===== config.mk =====
export PLATFORM = sky130hd
export DESIGN_NAME = cla16_pipe_addsub_flat
export DESIGN_NICKNAME = d
export VERILOG_FILES = /design/src/rtl/cla16_pipe_addsub_if.sv /design/src/rtl/cla16_pipe_addsub.sv /design/src/flat_wrapper.sv
export SDC_FILE = /design/constraint.sdc
export NUM_CORES = 1
export LEC_CHECK = 0
export CORE_MARGIN = 2
export CORE_UTILIZATION = 45
export DETAILED_ROUTE_END_ITERATION = 7
export GPL_TIMING_DRIVEN = 0
export PLACE_DENSITY = 0.69
export SYNTH_ARGS = -nofsm -noshare
export SYNTH_HDL_FRONTEND = slang
export SYNTH_SLANG_ARGS = --single-unit

===== constraint.sdc =====
create_clock -name clk -period 3.1 [get_ports clk]
set_input_delay 0.31 -clock clk [delete_from_list [all_inputs] [get_ports clk]]
set_output_delay 0.31 -clock clk [all_outputs]
set_load 0.01 [all_outputs]

===== src/rtl/cla16_pipe_addsub_if.sv =====
// Handshake and data bundle for the pipelined CLA adder/subtractor.
// slave is the adder side, master is the producer/consumer side.
interface cla16_pipe_addsub_if #(
    parameter int NGROUP = 4
) ();
    localparam int W = 4 * NGROUP;

    logic         in_valid;
    logic         in_ready;
    logic [W-1:0] a;
    logic [W-1:0] b;
    logic         ci;
    logic         sub;
    logic         out_valid;
    logic         out_ready;
    logic [W-1:0] s;
    logic         cout;
    logic         ovf;
    logic         zero;

    modport slave (
        input  in_valid, a, b, ci, sub, out_ready,
        output in_ready, out_valid, s, cout, ovf, zero
    );

    modport master (
        output in_valid, a, b, ci, sub, out_ready,
        input  in_ready, out_valid, s, cout, ovf, zero
    );
endinterface


===== src/rtl/cla16_pipe_addsub.sv =====
// Two-stage carry-lookahead adder/subtractor: S1 registers per-group pp/gg and
// raw p/g bits, S2 resolves group carries and registers sum/flags.
module cla16_pipe_addsub #(
    parameter int NGROUP = 4
) (
    input  logic                    clk,
    input  logic                    rst_n,
    cla16_pipe_addsub_if.slave      bus
);
    localparam int W = 4 * NGROUP;

    // Stage 1 combinational: operand conditioning and group generate/propagate
    logic [W-1:0]      bx, p_d, g_d;
    logic [NGROUP-1:0] pp_d, gg_d;
    logic              c0_d;

    always_comb begin
        bx   = bus.b ^ {W{bus.sub}};
        p_d  = bus.a ^ bx;
        g_d  = bus.a & bx;
        c0_d = bus.sub | bus.ci;
        pp_d = '0;
        gg_d = '0;
        for (int k = 0; k < NGROUP; k++) begin
            pp_d[k] = &p_d[4*k +: 4];
            gg_d[k] = g_d[4*k+3] | (p_d[4*k+3] & (g_d[4*k+2] | (p_d[4*k+2] &
                      (g_d[4*k+1] | (p_d[4*k+1] & g_d[4*k])))));
        end
    end

    logic [W-1:0]      p_q, g_q;
    logic [NGROUP-1:0] pp_q, gg_q;
    logic              c0_q;
    logic              s1_vld_q, s2_vld_q;

    // Handshake: in_ready depends combinationally on out_ready (no skid buffer)
    logic s2_free, s1_adv, in_rdy, s1_load;
    assign s2_free = !s2_vld_q | bus.out_ready;
    assign s1_adv  = s1_vld_q & s2_free;
    assign in_rdy  = !s1_vld_q | s1_adv;
    assign s1_load = bus.in_valid & in_rdy;

    // Stage 2 combinational: second-level lookahead, then ripple inside each group
    logic [W-1:0] carr;
    logic [W-1:0] s_d;
    logic         cg, cr;
    logic         cout_d, ovf_d, zero_d;

    always_comb begin
        carr = '0;
        cg   = c0_q;
        cr   = 1'b0;
        for (int k = 0; k < NGROUP; k++) begin
            cr = cg;
            for (int i = 0; i < 4; i++) begin
                carr[4*k+i] = cr;
                cr = g_q[4*k+i] | (p_q[4*k+i] & cr);
            end
            cg = gg_q[k] | (pp_q[k] & cg);
        end
        s_d    = p_q ^ carr;
        cout_d = cg;
        ovf_d  = carr[W-1] ^ cg;
        zero_d = (s_d == '0);
    end

    logic [W-1:0] s_q;
    logic         cout_q, ovf_q, zero_q;

    always_ff @(posedge clk) begin
        if (!rst_n) begin
            s1_vld_q <= 1'b0;
            s2_vld_q <= 1'b0;
            p_q      <= '0;
            g_q      <= '0;
            pp_q     <= '0;
            gg_q     <= '0;
            c0_q     <= 1'b0;
            s_q      <= '0;
            cout_q   <= 1'b0;
            ovf_q    <= 1'b0;
            zero_q   <= 1'b0;
        end else begin
            if (in_rdy)
                s1_vld_q <= bus.in_valid;
            if (s1_load) begin
                p_q  <= p_d;
                g_q  <= g_d;
                pp_q <= pp_d;
                gg_q <= gg_d;
                c0_q <= c0_d;
            end
            if (s2_free)
                s2_vld_q <= s1_vld_q;
            // Results only update on a real transfer, so they hold while idle or stalled
            if (s1_adv) begin
                s_q    <= s_d;
                cout_q <= cout_d;
                ovf_q  <= ovf_d;
                zero_q <= zero_d;
            end
        end
    end

    assign bus.in_ready  = in_rdy;
    assign bus.out_valid = s2_vld_q;
    assign bus.s         = s_q;
    assign bus.cout      = cout_q;
    assign bus.ovf       = ovf_q;
    assign bus.zero      = zero_q;
endmodule


===== src/flat_wrapper.sv =====
// flat-port wrapper written by rule: the top's interface ports become plain ports
module cla16_pipe_addsub_flat 
#(
    parameter int NGROUP = 4
)
  (clk, rst_n, bus_in_valid, bus_a, bus_b, bus_ci, bus_sub, bus_out_ready, bus_in_ready, bus_out_valid, bus_s, bus_cout, bus_ovf, bus_zero);
  cla16_pipe_addsub_if #(.NGROUP(NGROUP)) bus_i ();
  input  logic clk;
  input  logic rst_n;
  input wire logic [$bits(bus_i.in_valid)-1:0] bus_in_valid;
  input wire logic [$bits(bus_i.a)-1:0] bus_a;
  input wire logic [$bits(bus_i.b)-1:0] bus_b;
  input wire logic [$bits(bus_i.ci)-1:0] bus_ci;
  input wire logic [$bits(bus_i.sub)-1:0] bus_sub;
  input wire logic [$bits(bus_i.out_ready)-1:0] bus_out_ready;
  output wire logic [$bits(bus_i.in_ready)-1:0] bus_in_ready;
  output wire logic [$bits(bus_i.out_valid)-1:0] bus_out_valid;
  output wire logic [$bits(bus_i.s)-1:0] bus_s;
  output wire logic [$bits(bus_i.cout)-1:0] bus_cout;
  output wire logic [$bits(bus_i.ovf)-1:0] bus_ovf;
  output wire logic [$bits(bus_i.zero)-1:0] bus_zero;
  assign bus_i.in_valid = bus_in_valid;
  assign bus_i.a = bus_a;
  assign bus_i.b = bus_b;
  assign bus_i.ci = bus_ci;
  assign bus_i.sub = bus_sub;
  assign bus_i.out_ready = bus_out_ready;
  assign bus_in_ready = bus_i.in_ready;
  assign bus_out_valid = bus_i.out_valid;
  assign bus_s = bus_i.s;
  assign bus_cout = bus_i.cout;
  assign bus_ovf = bus_i.ovf;
  assign bus_zero = bus_i.zero;
  cla16_pipe_addsub #(.NGROUP(NGROUP)) u_core (.clk(clk), .rst_n(rst_n), .bus(bus_i));
endmodule

==> results.sh, run 1 <==
export IMPL_status="finished, final reports clean"
export IMPL_clock_sinks=58
export IMPL_cp_data_arrival_time_ns=3.24
export IMPL_start_kind="flop"
export IMPL_num_rows=29
export IMPL_cts_buffers=9
export IMPL_drc=0
export IMPL_die_x_um=84.5
export IMPL_synth_top_family_by_area="simple AND/OR/NAND/NOR gates"
export IMPL_grt_overflow_total=0
export IMPL_p_per_area_mw_per_mm2=526
export IMPL_dieArea_mm2=0.00715
export IMPL_path_max_fanout=3
export IMPL_place_congestion=0.820
export IMPL_crit_required_ns=3.38
export IMPL_diodes=0
export IMPL_clockBufferDepth=2
export IMPL_core_area_mm2=0.00631
export IMPL_tns_ns=0
export IMPL_synth_xor_area_share_pct=6.30
export IMPL_ys_seq_elements=58
export IMPL_first_pass_iters=4
export IMPL_vias=2495
export IMPL_hold_buffers=0
export IMPL_fillCellCount=596
export IMPL_min_period_ns=2.96
export IMPL_syn_area_mm2=0.00292
export IMPL_tritoncts="built"
export IMPL_final_cell_area_mm2=0.00386
export IMPL_nets=479
export IMPL_placedInstanceArea_mm2=0.00358
export IMPL_synth_edf_count=0
export IMPL_setup_worst_path_end_class="flop"
export IMPL_clock_latency_ns=0.35
export IMPL_initial_core_util_pct=46.2
export IMPL_drv_cap=0
export IMPL_die_h_um=84.5
export IMPL_clock_skew_ns=0.00997
export IMPL_syn_area_per_cell_um2=8.54
export IMPL_synthCells=342
export IMPL_critPathKind="flop to flop"
export IMPL_max_slew_margin_pct=68.9
export IMPL_drt_total_wl_um=6860
export IMPL_post_route_cells_drive_above_1_share_pct=10.0
export IMPL_cts_clk_slew_worst_paths_ns=0.08
export IMPL_fmax_ghz=0.337
export IMPL_yosysUniqueCellTypes=31
export IMPL_hold_worst_slack_ns=0.379
export IMPL_synthMuxAreaShare_pct=0
export IMPL_yosys_warnings=0
export IMPL_synth_seq_area_share_pct=39.8
export IMPL_area_growth_pct=32.1
export IMPL_grt_pass1_wl_um=11100
export IMPL_reg2reg_from="u_core.c0_q"
export IMPL_antenna_found_initial=0
export IMPL_grt_total_usage_pct=19.8
export IMPL_drt_iter0_drc=102
export IMPL_synth_compound_area_share_pct=17.4
export IMPL_p_leak_nw=1.60
export IMPL_hold_viol=0
export IMPL_routedWlPerCell_um=13.9
export IMPL_htreeDepth=3
export IMPL_syn_nets=408
export IMPL_hpwlAfterDp_um=5090
export IMPL_synthSimpleGateAreaFrac_pct=21.4
export IMPL_r2r_slack_ns=0.14
export IMPL_rsz0062_at_grt="no"
export IMPL_yosys_area_share_adder_pct=12.0
export IMPL_hold_class="primary input to flop"
export IMPL_critPathLaunch="u_core.c0_q"
export IMPL_io_pins=59
export IMPL_worst_ir_drop_vdd_mv=0.228
export IMPL_setup_violations=0
export IMPL_portBuffers=56
export IMPL_period_share_pct=95.6
export IMPL_grt_pass1_vias=2311
export IMPL_synthArstFlopShare_pct=0
export IMPL_cts_root_buffer="clkbuf_8"
export IMPL_antenna_left=0
export IMPL_min_from="rst_n"
export IMPL_grt_start_max_net_pins=12
export IMPL_synth_main_ff_cell="dfxtp_1"
export IMPL_viasPerCell=5.04
export IMPL_worst_pin_slew_ns=0.467
export IMPL_drv_slew=0
## where the power goes
part           total (mW)  leakage, nW  internal (mW)  switching [mW]
clock network       0.852        0.111          0.532           0.320
registers           0.818        0.475          0.792          0.0259
logic               0.359         1.02          0.181           0.177
## final timing paths
check,to,cells after the start
setup / recovery,u_core.bus.zero,12
hold / removal,u_core.bus.s[5],2
setup reg to reg,u_core.bus.zero,12
hold reg to reg,u_core.g_q[0],2
## sequential cells by signal, summed over array words and instances (netlist names)
register              cells
u_core.bus.out_valid      1
u_core.bus.cout           1
u_core.bus.zero           1
u_core.g_q               12
u_core.bus.ovf            1
u_core.p_q               16
u_core.s1_vld_q           1
u_core.pp_q               4
u_core.c0_q               1
u_core.gg_q               4
u_core.bus.s             16
## cells in the mapped netlist (3+ instances only)
| cell | number | area share (%) |
|---|---|---|
| nor2_1 | 10 | 1.3 |
| xor2_1 | 17 | 5.1 |
| a21o_1 | 3 | 0.77 |
| nor4_1 | 3 | 0.64 |
| and4_1 | 4 | 1.2 |
| dfxtp_1 | 58 | 40 |
| xnor2_1 | 4 | 1.2 |
| and3_1 | 3 | 0.64 |
| buf_2 | 9 | 1.5 |
| o21ai_0 | 10 | 1.7 |
| clkbuf_1 | 6 | 0.77 |
| a21boi_0 | 50 | 13 |
| a21oi_1 | 9 | 1.5 |
| nand2_1 | 97 | 12 |
| or2_2 | 8 | 1.7 |
| nor2b_1 | 4 | 0.86 |
| ha_1 | 28 | 12 |
| and2_1 | 3 | 0.64 |
## cell usage in the layout, fill, tap and decap left out, types with 2 or more instances in the layout
| master | instances |
|---|---|
| a21boi_0 | 50 |
| nor2b_1 | 4 |
| clkinvlp_4 | 3 |
| nand2_1 | 97 |
| ha_1 | 28 |
| clkbuf_1 | 6 |
| inv_1 | 2 |
| xnor2_1 | 3 |
| buf_4 | 5 |
| clkbuf_8 | 9 |
| buf_2 | 9 |
| xor2_1 | 17 |
| bufinv_16 | 3 |
| buf_1 | 2 |
| nor2_1 | 10 |
| nand3_1 | 2 |
| and4_1 | 4 |
| or2_2 | 8 |
| a21oi_1 | 9 |
| o21ai_0 | 10 |
| nor4_1 | 3 |
| a21o_1 | 3 |
| dfxtp_1 | 57 |
| and2_1 | 3 |
| and3_1 | 3 |
| clkdlybuf4s50_1 | 56 |
## cell families after synthesis
kind of cell,after synthesis
and+or+nand+nor,141
adders and majority gates,28
xor gates and xnor gates,21
DFF,58
AOI/OAI and AO/OA,74
buffers and inverters,20
## worst max-delay path, stage by stage (launching register included)
cell	delay, ns
dfxtp_2	0.34
a21o_1	0.21
a21o_1	0.18
a21o_1	0.20
ha_1	0.19
or2_2	0.27
ha_1	0.18
or2_2	0.28
ha_1	0.35
nor4_1	0.27
and3_1	0.20
nand3_1	0.08
o21ai_1	0.14
## per-layer routing
| layer | vias up | track usage, % | routed length (um) |
|---|---|---|---|
| met4 | 0 | 9.81 | 131 |
| met1 | 1114 | 26.4 | 3310 |
| li1 | 1295 | - | - |
| met2 | 72 | 30.8 | 3030 |
| met3 | 14 | 3.64 | 382 |
| met5 | - | 0 | 0 |
## layout make-up
class	count	area, um2	area share [%]
buffer	18	82.6	2.14
clock buffer	9	124	3.21
clock inverter	7	118	3.05
inverter	2	7.51	0.195
multi-input combinational	264	1680	43.4
sequential	58	1160	30.1
tap	77	96.3	2.50
timing repair buffer	60	591	15.3
## stage by stage
step           power, mW  util [%]  setup WS (ns)  instances
2_1_floorplan       1.03         -          0.305        342
3_3_place_gp        1.17      56.6          0.123        475
3_5_place_dp        1.18      56.6          0.102        475
4_1_cts             2.03      60.5         0.0756        491
5_1_grt             2.12      61.1         0.0286        495
6_report            2.03      61.1          0.137        495
## repair_timing
action,in CTS,in global routing
resized for setup,0,2
setup buffers,0,4
setup endpoints to repair,0,1
Power figures use the tool's default switching activity.
==> run 2: changes to the inputs <==
--- a/config.mk
+++ b/config.mk
@@ -5,11 +5,12 @@
 export SDC_FILE = /design/constraint.sdc
 export NUM_CORES = 1
 export LEC_CHECK = 0
+export ABC_AREA = 0
 export CORE_MARGIN = 2
-export CORE_UTILIZATION = 45
+export CORE_UTILIZATION = 51
 export DETAILED_ROUTE_END_ITERATION = 7
 export GPL_TIMING_DRIVEN = 0
-export PLACE_DENSITY = 0.69
+export PLACE_DENSITY = 0.77
 export SYNTH_ARGS = -nofsm -noshare
 export SYNTH_HDL_FRONTEND = slang
 export SYNTH_SLANG_ARGS = --single-unit
==> results.sh, run 2 (synthesized netlist as in run 1, its figures left out) <==
export IMPL_status="finished, final reports clean"
export IMPL_cts_clk_slew_worst_paths_ns=0.07
export IMPL_worst_ir_drop_vdd_mv=0.315
export IMPL_routedWlPerCell_um=13.9
export IMPL_stdcell_count=487
export IMPL_die_x_um=79.7
export IMPL_cts_root_buffer="clkbuf_8"
export IMPL_grt_pass1_vias=2329
export IMPL_period_share_pct=97.6
export IMPL_antenna_left=0
export IMPL_setup_ws_ns=0.0751
export IMPL_start_kind="flop"
export IMPL_antenna_found_initial=0
export IMPL_grt_pass1_wl_um=11200
export IMPL_hold_viol=0
export IMPL_drt_iter0_drc=97
export IMPL_place_inst=470
export IMPL_initial_core_util_pct=53.0
export IMPL_p_leak_nw=1.59
export IMPL_crit_required_ns=3.37
export IMPL_hold_depth=2
export IMPL_tritoncts="built"
export IMPL_reg2reg_from="u_core.c0_q"
export IMPL_worst_pin_slew_ns=0.528
export IMPL_drv_cap=0
export IMPL_num_rows=27
export IMPL_cp_data_arrival_time_ns=3.29
export IMPL_r2r_end="u_core.bus.zero"
export IMPL_place_ws_ns=0.0736
export IMPL_cts_buffers=9
export IMPL_worst_path_max_delay_cell="or4_1"
export IMPL_power_total_mw=1.99
export IMPL_portBuffers=56
export IMPL_drc=0
export IMPL_critPathKind="flop to flop"
export IMPL_area_growth_pct=31.0
export IMPL_setup_worst_path_end_class="flop"
export IMPL_min_period_ns=3.02
export IMPL_grt_total_usage_pct=23.2
export IMPL_nets=476
export IMPL_final_cell_mix="nand2_1, dfxtp_1, clkdlybuf4s50_1"
export IMPL_path_cells="a21o_1 > a21o_1 > a21o_1 > ha_1 > or2_2 > ha_1 > or2_2 > ha_2 > nor2_4 > xnor2_1 > or4_1 > o21ai_1"
export IMPL_first_pass_iters=4
export IMPL_clock_skew_ns=0.00965
export IMPL_drv_slew=0
export IMPL_min_from="rst_n"
export IMPL_viasPerCell=5.17
export IMPL_diodes=0
export IMPL_grt_overflow_total=0
export IMPL_clock_sinks=58
export IMPL_critPathMaxStageDelay_ns=0.49
export IMPL_dieArea_mm2=0.00634
export IMPL_core_area_mm2=0.00551
export IMPL_hpwlAfterDp_um=5170
export IMPL_cp_common_cell="a21o_1"
export IMPL_post_route_cells_drive_above_1_share_pct=9.40
export IMPL_whs_endpoint="u_core.bus.s[0]"
export IMPL_io_pins=59
export IMPL_die_h_um=79.7
export IMPL_max_slew_margin_pct=64.8
export IMPL_drt_total_wl_um=6760
export IMPL_setup_violations=0
export IMPL_htreeDepth=3
export IMPL_fillCellCount=466
export IMPL_clockBufferDepth=2
export IMPL_grt_start_max_net_pins=11
export IMPL_r2r_slack_ns=0.08
export IMPL_mostFrequentLayoutCell="nand2_1"
export IMPL_path_max_fanout=3
export IMPL_worstRegToRegCells=12
export IMPL_fmax_ghz=0.331
export IMPL_place_congestion=0.802
export IMPL_vias=2519
export IMPL_hold_class="primary input to flop"
export IMPL_clock_latency_ns=0.34
export IMPL_p_per_area_mw_per_mm2=521
[run 2: cell types whose count changed in the layout (fill, tap and decap cells not counted), sizes merged]
cell      before  now
buf           16   13
bufinv         3    2
clkbuf        15   18
clkinvlp       3    1
[run 2: timing repair]
item                                    4_1_cts  5_1_grt
hold buffers                                  0        0
gates resized for setup                       0        3
buffers inserted                              0        1
endpoints found under the setup margin        0        1
[run 2: stage by stage]
| step | setup TNS (ns) | hold slack [ns] | utilization, % | area [um2] |
|---|---|---|---|---|
| 2_1_floorplan | 0 | 0.439 | - | 2920 |
| 3_3_place_gp | 0 | 0.445 | 64.8 | 3570 |
| 3_5_place_dp | 0 | 0.453 | 64.8 | 3570 |
| 4_1_cts | 0 | 0.371 | 69.1 | 3810 |
| 5_1_grt | -0.0160 | 0.410 | 69.4 | 3820 |
| 6_report | 0 | 0.365 | 69.4 | 3820 |
[run 2: worst max-delay path by stage]
stage	from	to	slack, ns
floorplan	u_core.pp_q[0]	u_core.bus.zero	0.31
global placement	u_core.c0_q	u_core.bus.zero	0.09
detailed placement	u_core.c0_q	u_core.bus.zero	0.07
CTS	u_core.c0_q	u_core.bus.zero	0.05
global route	u_core.c0_q	u_core.bus.zero	-0.02
finish	u_core.c0_q	u_core.bus.zero	0.08
[run 2: routing by layer]
layer  vias up  GRT usage, %  part of all wire, %
met1      1145          30.2                   47
li1       1286             -                    -
met4         0          9.83                  2.1
met3        12          3.17                  4.9
met5         -             0                    0
met2        76          38.5                   46
[run 2: power breakdown]
| group | leakage (nW) | internal [mW] | switching (mW) | total (mW) |
|---|---|---|---|---|
| registers | 0.475 | 0.792 | 0.0260 | 0.818 |
| clock network | 0.119 | 0.517 | 0.304 | 0.820 |
| logic | 0.993 | 0.177 | 0.177 | 0.354 |
| total | 1.59 | 1.49 | 0.507 | 1.99 |
[run 2: worst max-delay path: cells and delay by family, from the launching register on]
family / cells / cell delay [ns]
DFF: 1 / 0.34
xor gates and xnor gates: 1 / 0.09
adders and majority gates: 3 / 0.57
AOI/OAI and AO/OA: 4 / 0.76
and+or+nand+nor: 4 / 1.18
[run 2: cell type report]
class                      count  area, um2  share of cell area [%]
tap                           72       90.1                    2.36
clock inverter                 4       72.6                    1.90
sequential                    58       1160                    30.4
clock buffer                  12        165                    4.32
multi-input combinational    264       1680                    43.8
timing repair buffer          57        568                    14.9
inverter                       2       7.51                   0.196
buffer                        18       82.6                    2.16
